## src/rtl/cpu_types_pkg.sv

```systemverilog
// Shared datapath types: word width, opcode encoding and the memory-stage FSM states.
package cpu_types_pkg;

    localparam int unsigned WORD_W = 32;
    localparam int unsigned OP_W   = 6;

    typedef logic [WORD_W-1:0] word_t;

    typedef enum logic [OP_W-1:0] {
        RTYPE = 6'h00,
        LW    = 6'h23,
        SW    = 6'h2B,
        LL    = 6'h30,
        SC    = 6'h38
    } opcode_t;

    typedef enum logic [1:0] {IDLE, ACCESS, DONE} memstate_t;

endpackage

```

## src/rtl/mem_stage_llsc_link.sv

```systemverilog
// LL/SC link register: set by LL, cleared by stores, dropped on a matching coherence invalidation.
module llsc_link
    import cpu_types_pkg::*;
(
    input  logic  clk,
    input  logic  rst,
    input  logic  set,
    input  logic  clr,
    input  word_t set_addr,
    input  logic  inval,
    input  word_t inval_addr,
    input  word_t query_addr,
    output logic  hit_c
);

    logic  valid;
    word_t link_addr;
    logic  inval_hit_c;

    assign inval_hit_c = inval && (inval_addr == link_addr);

    // An invalidation in the same cycle kills the reservation for the querying SC.
    assign hit_c = valid && (query_addr == link_addr) && !inval_hit_c;

    // Priority: LL set beats store clear beats invalidation.
    always_ff @(posedge clk) begin
        if (rst) begin
            valid     <= 1'b0;
            link_addr <= '0;
        end else if (set) begin
            valid     <= 1'b1;
            link_addr <= set_addr;
        end else if (clr || inval_hit_c) begin
            valid     <= 1'b0;
        end
    end

endmodule

```

## src/rtl/mem_stage.sv

```systemverilog
// Memory-access stage: drives the dcache, holds the access until dhit and stalls the pipe.
// Optional LL/SC link support is built when LLSC_EN is defined.
module mem_stage
    import cpu_types_pkg::*;
(
    input  logic    CLK,
    input  logic    RST,
    input  logic    memREN,
    input  logic    memWEN,
    input  opcode_t opcode,
    input  word_t   addr,
    input  word_t   storedata,
    input  logic    flush,
    input  logic    dhit,
    input  word_t   dmemload,
    output logic    dmemREN,
    output logic    dmemWEN,
    output word_t   dmemaddr,
    output word_t   dmemstore,
    output word_t   loaddata,
    output logic    memwait,
    output logic    mem_done,
    input  logic    link_inval,
    input  word_t   link_inval_addr
);

    memstate_t state, next_state;
    logic      req_c;
    logic      complete_c;
    logic      sc_abort_c;
    logic      is_sc_c;
    logic      sc_ok_c;
    logic      sc_fail_c;

    assign req_c = (memREN || memWEN) && !flush;

`ifdef LLSC_EN
    logic is_ll_c;

    assign is_ll_c   = memREN && (opcode == LL);
    assign is_sc_c   = memWEN && (opcode == SC);
    assign sc_fail_c = is_sc_c && !sc_ok_c;

    llsc_link u_link (
        .clk        (CLK),
        .rst        (RST),
        .set        (complete_c && is_ll_c),
        .clr        (complete_c && memWEN),
        .set_addr   (addr),
        .inval      (link_inval),
        .inval_addr (link_inval_addr),
        .query_addr (addr),
        .hit_c      (sc_ok_c)
    );
`else
    logic unused_llsc;

    assign is_sc_c     = 1'b0;
    assign sc_ok_c     = 1'b0;
    assign sc_fail_c   = 1'b0;
    assign unused_llsc = ^{opcode, link_inval, link_inval_addr};
`endif

    // Next state and cache strobes; everything is held low while reset is asserted.
    always_comb begin
        next_state = state;
        dmemREN    = 1'b0;
        dmemWEN    = 1'b0;
        dmemaddr   = '0;
        dmemstore  = '0;
        memwait    = 1'b0;
        mem_done   = 1'b0;
        complete_c = 1'b0;
        sc_abort_c = 1'b0;
        if (!RST) begin
            unique case (state)
                IDLE: begin
                    if (req_c) begin
                        memwait = 1'b1;
                        if (sc_fail_c) begin
                            sc_abort_c = 1'b1;
                            next_state = DONE;
                        end else begin
                            dmemREN    = memREN;
                            dmemWEN    = memWEN;
                            dmemaddr   = addr;
                            dmemstore  = storedata;
                            complete_c = dhit;
                            next_state = dhit ? DONE : ACCESS;
                        end
                    end
                end
                ACCESS: begin
                    // EX/MEM is stalled, so its outputs still describe this access.
                    memwait    = 1'b1;
                    dmemREN    = memREN;
                    dmemWEN    = memWEN;
                    dmemaddr   = addr;
                    dmemstore  = storedata;
                    complete_c = dhit;
                    if (dhit) begin
                        next_state = DONE;
                    end
                end
                DONE: begin
                    mem_done   = 1'b1;
                    next_state = IDLE;
                end
                default: next_state = IDLE;
            endcase
        end
    end

    // State register and load/SC result capture.
    always_ff @(posedge CLK) begin
        if (RST) begin
            state    <= IDLE;
            loaddata <= '0;
        end else begin
            state <= next_state;
            if (complete_c && memREN) begin
                loaddata <= dmemload;
            end else if (complete_c && is_sc_c) begin
                loaddata <= WORD_W'(sc_ok_c);
            end else if (sc_abort_c) begin
                loaddata <= '0;
            end
        end
    end

endmodule

```

## config.mk

```make
export PLATFORM = sky130hd
export DESIGN_NAME = mem_stage
export DESIGN_NICKNAME = d
export VERILOG_FILES = /design/src/rtl/cpu_types_pkg.sv /design/src/rtl/mem_stage_llsc_link.sv /design/src/rtl/mem_stage.sv
export SDC_FILE = /design/constraint.sdc
export NUM_CORES = 1
export LEC_CHECK = 0
export ABC_AREA = 1
export CAP_MARGIN = 30
export CORE_AREA = 2 2 92 94
export CTS_CLUSTER_SIZE = 14
export DETAILED_ROUTE_END_ITERATION = 16
export DIE_AREA = 0 0 94 96
export GPL_TIMING_DRIVEN = 0
export HOLD_SLACK_MARGIN = 0.15
export PLACE_DENSITY = 0.82
export SLEW_MARGIN = 10
export SYNTH_ARGS = -nofsm -noshare
export SYNTH_HDL_FRONTEND = slang
export SYNTH_SLANG_ARGS = --single-unit
```

## constraint.sdc

```tcl
create_clock -name CLK -period 2.8 [get_ports CLK]
set_input_delay 0.42 -clock CLK [delete_from_list [all_inputs] [get_ports CLK]]
set_output_delay 0.42 -clock CLK [all_outputs]
set_load 0.01 [all_outputs]
```

---- Yosys cells after proc, flatten, opt, wreduce, memory -nomap -nowiden ----
Index checks and enable logic that the tools add are counted.
storage, ports and cells
  bits in registers ....................... 34
  input bits .............................. 141
  output and inout bits ................... 100
  word-level logic and storage cells ...... 37
cells by class
  equality and inequality tests ........... 4
  multiplexer cells ....................... 25
  reduce and logical (&&, ||, !) cells .... 6
operator list
  cell                                                 count
  two-way mux 32 bit                                   5
  case mux 32 bit (2 select lines)                     2
  two-way mux 1 bit                                    10
  case mux 1 bit (2 select lines)                      4
  two-way mux 2 bit                                    3
  inequality test 2 bit, second input constant         2
  case mux 2 bit (2 select lines)                      1
  equality test 2 x 1 -> 1 bit, second input constant  1
  equality test 2 bit, second input constant           1
  logical AND 1 bit                                    2
  zero test 2 bit                                      1
  AND reduction 2 bit                                  1
  zero test 1 bit                                      1
  logical OR 1 bit                                     1

---- Depth between registers and ports, before layout ----
Gate-level depths: netlist of the first run.
  depth in word-level cells ............... 7
  mapped depth ............................ 8
  mapped depth without buffers ............ 7

---- Worst setup path after synthesis of the first run ----
Ideal clock, no wire load.
  kind .................................... input-to-output
  start point ............................. input RST
  end point ............................... output dmemaddr[22]
  arrival ................................. 1,217 ps
  data required time ...................... 2,380 ps
  slack ................................... 1,163 ps
  stages .................................. 5
  path buffers ............................ 2
  cells stage by stage .................... nor2_1 > nand2_2 > buf_2 > buf_6 > nor2_1
between the ends
  word-level cells in the longest chain between the ends .. 1
ends and longest elaborated chain
  element             RTL line         source
  from (decl)         mem_stage.sv:7   input logic RST,
  two-way mux 32 bit  mem_stage.sv:75  if (!RST) begin
  to (decl)           mem_stage.sv:18  output word_t dmemaddr,
Every way passes these cells.

---- Worst setup path after layout of the first run ----
Ends and elaborated chain as after synthesis.

==> results of run 1 <==
[layout make-up]
type / instances / area (um^2)
fillers: 778 / 3840
repair buffers: 201 / 2010
multi-input cells: 203 / 788
flip-flops and latches: 34 / 681
inverters: 103 / 387
well taps: 105 / 131
plain buffers: 16 / 104
clock buffers: 7 / 86.3
diodes: 4 / 10.0
clock inverters: 1 / 5.00
[worst max path at each step]
stage / startpoint / to / slack (ns) / depth (start not counted)
floorplan: RST / dmemaddr[22] / 1.16 / 5
global placement: memREN / dmemaddr[22] / 0.07 / 8
detailed placement: RST / dmemaddr[22] / 0.03 / 7
CTS: RST / dmemaddr[22] / 0.02 / 7
global route: RST / dmemaddr[22] / 0.02 / 7
finish: RST / dmemaddr[22] / 0.11 / 7
[metal layers]
| metal | vias up | GRT usage |
|---|---|---|
| met5 | - | 0 |
| met4 | 10 | 0.0435 |
| met1 | 1050 | 0.159 |
| li1 | 1374 | - |
| met2 | 129 | 0.302 |
| met3 | 19 | 0.145 |
[power by group through the flow]
stage                     Sequential (mW)  Clock [mW]  Combinational (mW)
final                               0.510       0.377               0.421
after global placement              0.520           0               0.417
after CTS                           0.510       0.403               0.425
after floorplan                     0.528           0               0.130
after detailed placement            0.521           0               0.423
after global routing                0.511       0.414               0.458
[what timing repair did]
item                       4_1_cts  5_1_grt
setup endpoints to repair        0        7
hold endpoints to repair         0        0
gates resized for setup          0        2
setup buffers                    0        0
[cell families (layout without fill, tap and decap cells)]
logic type,count (synthesis),after routing,synth area share
and+or+nand+nor,202,202,0.399
buffers and inverters,119,328,0.251
other,0,4,0
AOI/OAI and AO/OA,1,1,0.00256
DFF,34,34,0.348
[worst min-delay path, delay by kind of cell (launching register included)]
kind	cells	cell delay (ns)
flip-flops	1	0.31
AND/OR/NAND/NOR	3	0.12
buffers and inverters	1	0.05
[placed cells by master (no fill, tap or decap)]
| cell type | n |
|---|---|
| nand2_1 | 65 |
| buf_2 | 8 |
| buf_6 | 4 |
| o21ai_1 | 1 |
| nor2_2 | 1 |
| dlymetal6s2s_1 | 1 |
| diode_2 | 4 |
| inv_1 | 102 |
| nand4_4 | 1 |
| nand2_2 | 2 |
| nor2_1 | 133 |
| inv_2 | 1 |
| clkbuf_1 | 4 |
| clkbuf_8 | 6 |
| buf_4 | 1 |
| clkdlybuf4s50_1 | 200 |
| dfxtp_1 | 34 |
| clkinv_2 | 1 |
[state kept, by name (all words and copies together) (netlist names)]
register and count:
loaddata 32, state 2
==> impl_metrics.toml, run 1 <==
[status]
status = "complete, no violations"

[cells_and_area]
syn2layout_area_growth_pct = 115
nets = 705
fin_util = 0.522
final_cell_area_um2 = 4210
drive_gt1_frac = 0.0442
fin_cells = 674

[critical_path]
cpLargestDelayFamily = "buffers and inverters"
path_max_fanout = 10
required_ns = 2.38
r2r_start = "state[1]"
timing.rr.end = "loaddata[27]"
r2r_setup_slack_ns = 1.50
path_common_cell = "clkdlybuf4s50_1"
crit_path_start_kind = "primary input"
crit_type = "in2out"
slowest_stage = "clkdlybuf4s50_1"
r2r_cells = 5
cpPeakStageDelay_ns = 0.56
arrival_ns = 2.27
endpoint_kind = "output port"
path_cells = "clkdlybuf4s50_1 -> nor2_2 -> nand2_2 -> buf_2 -> buf_6 -> nor2_1 -> clkdlybuf4s50_1"
crit_buf_inv = 4

[floorplanning]
dieArea_um2 = 9020
core_area_um2 = 8050
start_util = 0.243
die_w_um = 94
die_h_um = 96
row_count = 33
io_pins = 241

[sta]
finalHoldViolCount = 0
maxSlewViolCount = 0
relSlewSlack = 0.693
tightestPinTransition_ns = 0.461
finalCritPeriodShare = 0.961
finalWorstSetupSlack_ns = 0.110
final-setup-viol-count = 0
hold_ws_ns = 0.513
min_period_ns = 2.69
skew_ns = 0.00455
rsz0062_at_grt = "false"
tns_ns = 0
max_freq_mhz = 372

[global_route]
grt_pass1_vias = 2470
grt_antenna_before_repair = 9
grt_use_total = 0.176
overflow = 0
grt_max_degree = 11
grt_first_pass_wirelength_um = 12100

[detailed_routing]
dr_wl_met2_um = 3700
avgRoutedWirePerCell_um = 12.2
initialDrtViolationCount = 81
vias = 2582
drt_first_pass_iters = 4
via_per_inst = 3.83
wl_met1_um = 2880
wl_met3_um = 1500
antenna_left = 0
top_layer = "met5"
drt-total-wl_um = 8250
route.detailed.drc = 0

[placed_design]
place_area_um2 = 4100
dp.cells = 662
place_congestion = 0.833
hpwl_um = 7060
post-place-ws_ns = 0.0298
portBuffers = 201

[synthesis]
synth_top_area_share = 0.348
yosysWarnings = 0
async_flop_share = 0
ys.flop_type = "dfxtp_1"
synth_area_per_cell_um2 = 5.50
synth_nets = 497
ys_top_cells_by_area = "dfxtp_1, nor2_1, inv_1, nand2_1, buf_6"
synth.most_common_cell = "nor2_1"
synthesis.area_um2 = 1960
netlist_instances = 356
seq_area_frac_synth = 0.348
ys_ff_latch = 34
synth_edf_count = 0
ys_types = 12
ys_top_cells_by_count = "nor2_1, inv_1, nand2_1"
yosysTopAreaCell = "dfxtp_1"

[power]
p_sw_frac = 0.267
p_clk_frac = 0.288
p_leak_nw = 2.14
finalPower_mw = 1.31
vdd_drop_max_mv = 0.290
seqPwrFrac = 0.390
internal_power_uw = 959
p_switching_uw = 349
powerDensity_nw_per_um2 = 311
combPwrFrac = 0.322

[clock_tree]
clock_path_buffers = 2
cts_hold_buffers = 0
clk_latency_ns = 0.28
htreeDepth = 2
clk_pin_slew_ns = 0.06
cts_root_buf = "clkbuf_8"
clock_sinks = 34
cts_tree = "built"
numCtsBuffers = 5

[hold_path]
whs_endpoint = "loaddata[19]"
min_from = "loaddata[19]"
holdPathStages = 4
hold_class = "reg2reg"

[run]
cap_violations = 0
Note: power is estimated with default switching activity, not from simulation.
==> run 2, diff against run 1 <==
SKIP_LAST_GASP = 1   (was not set)
SYNTH_HIERARCHICAL = 1   (was not set)
==> results of run 2 <==
Same layout as run 1: the final DEF is identical, and so are final timing and power.
Main changes from that run: Yosys warning count 0 -> 6
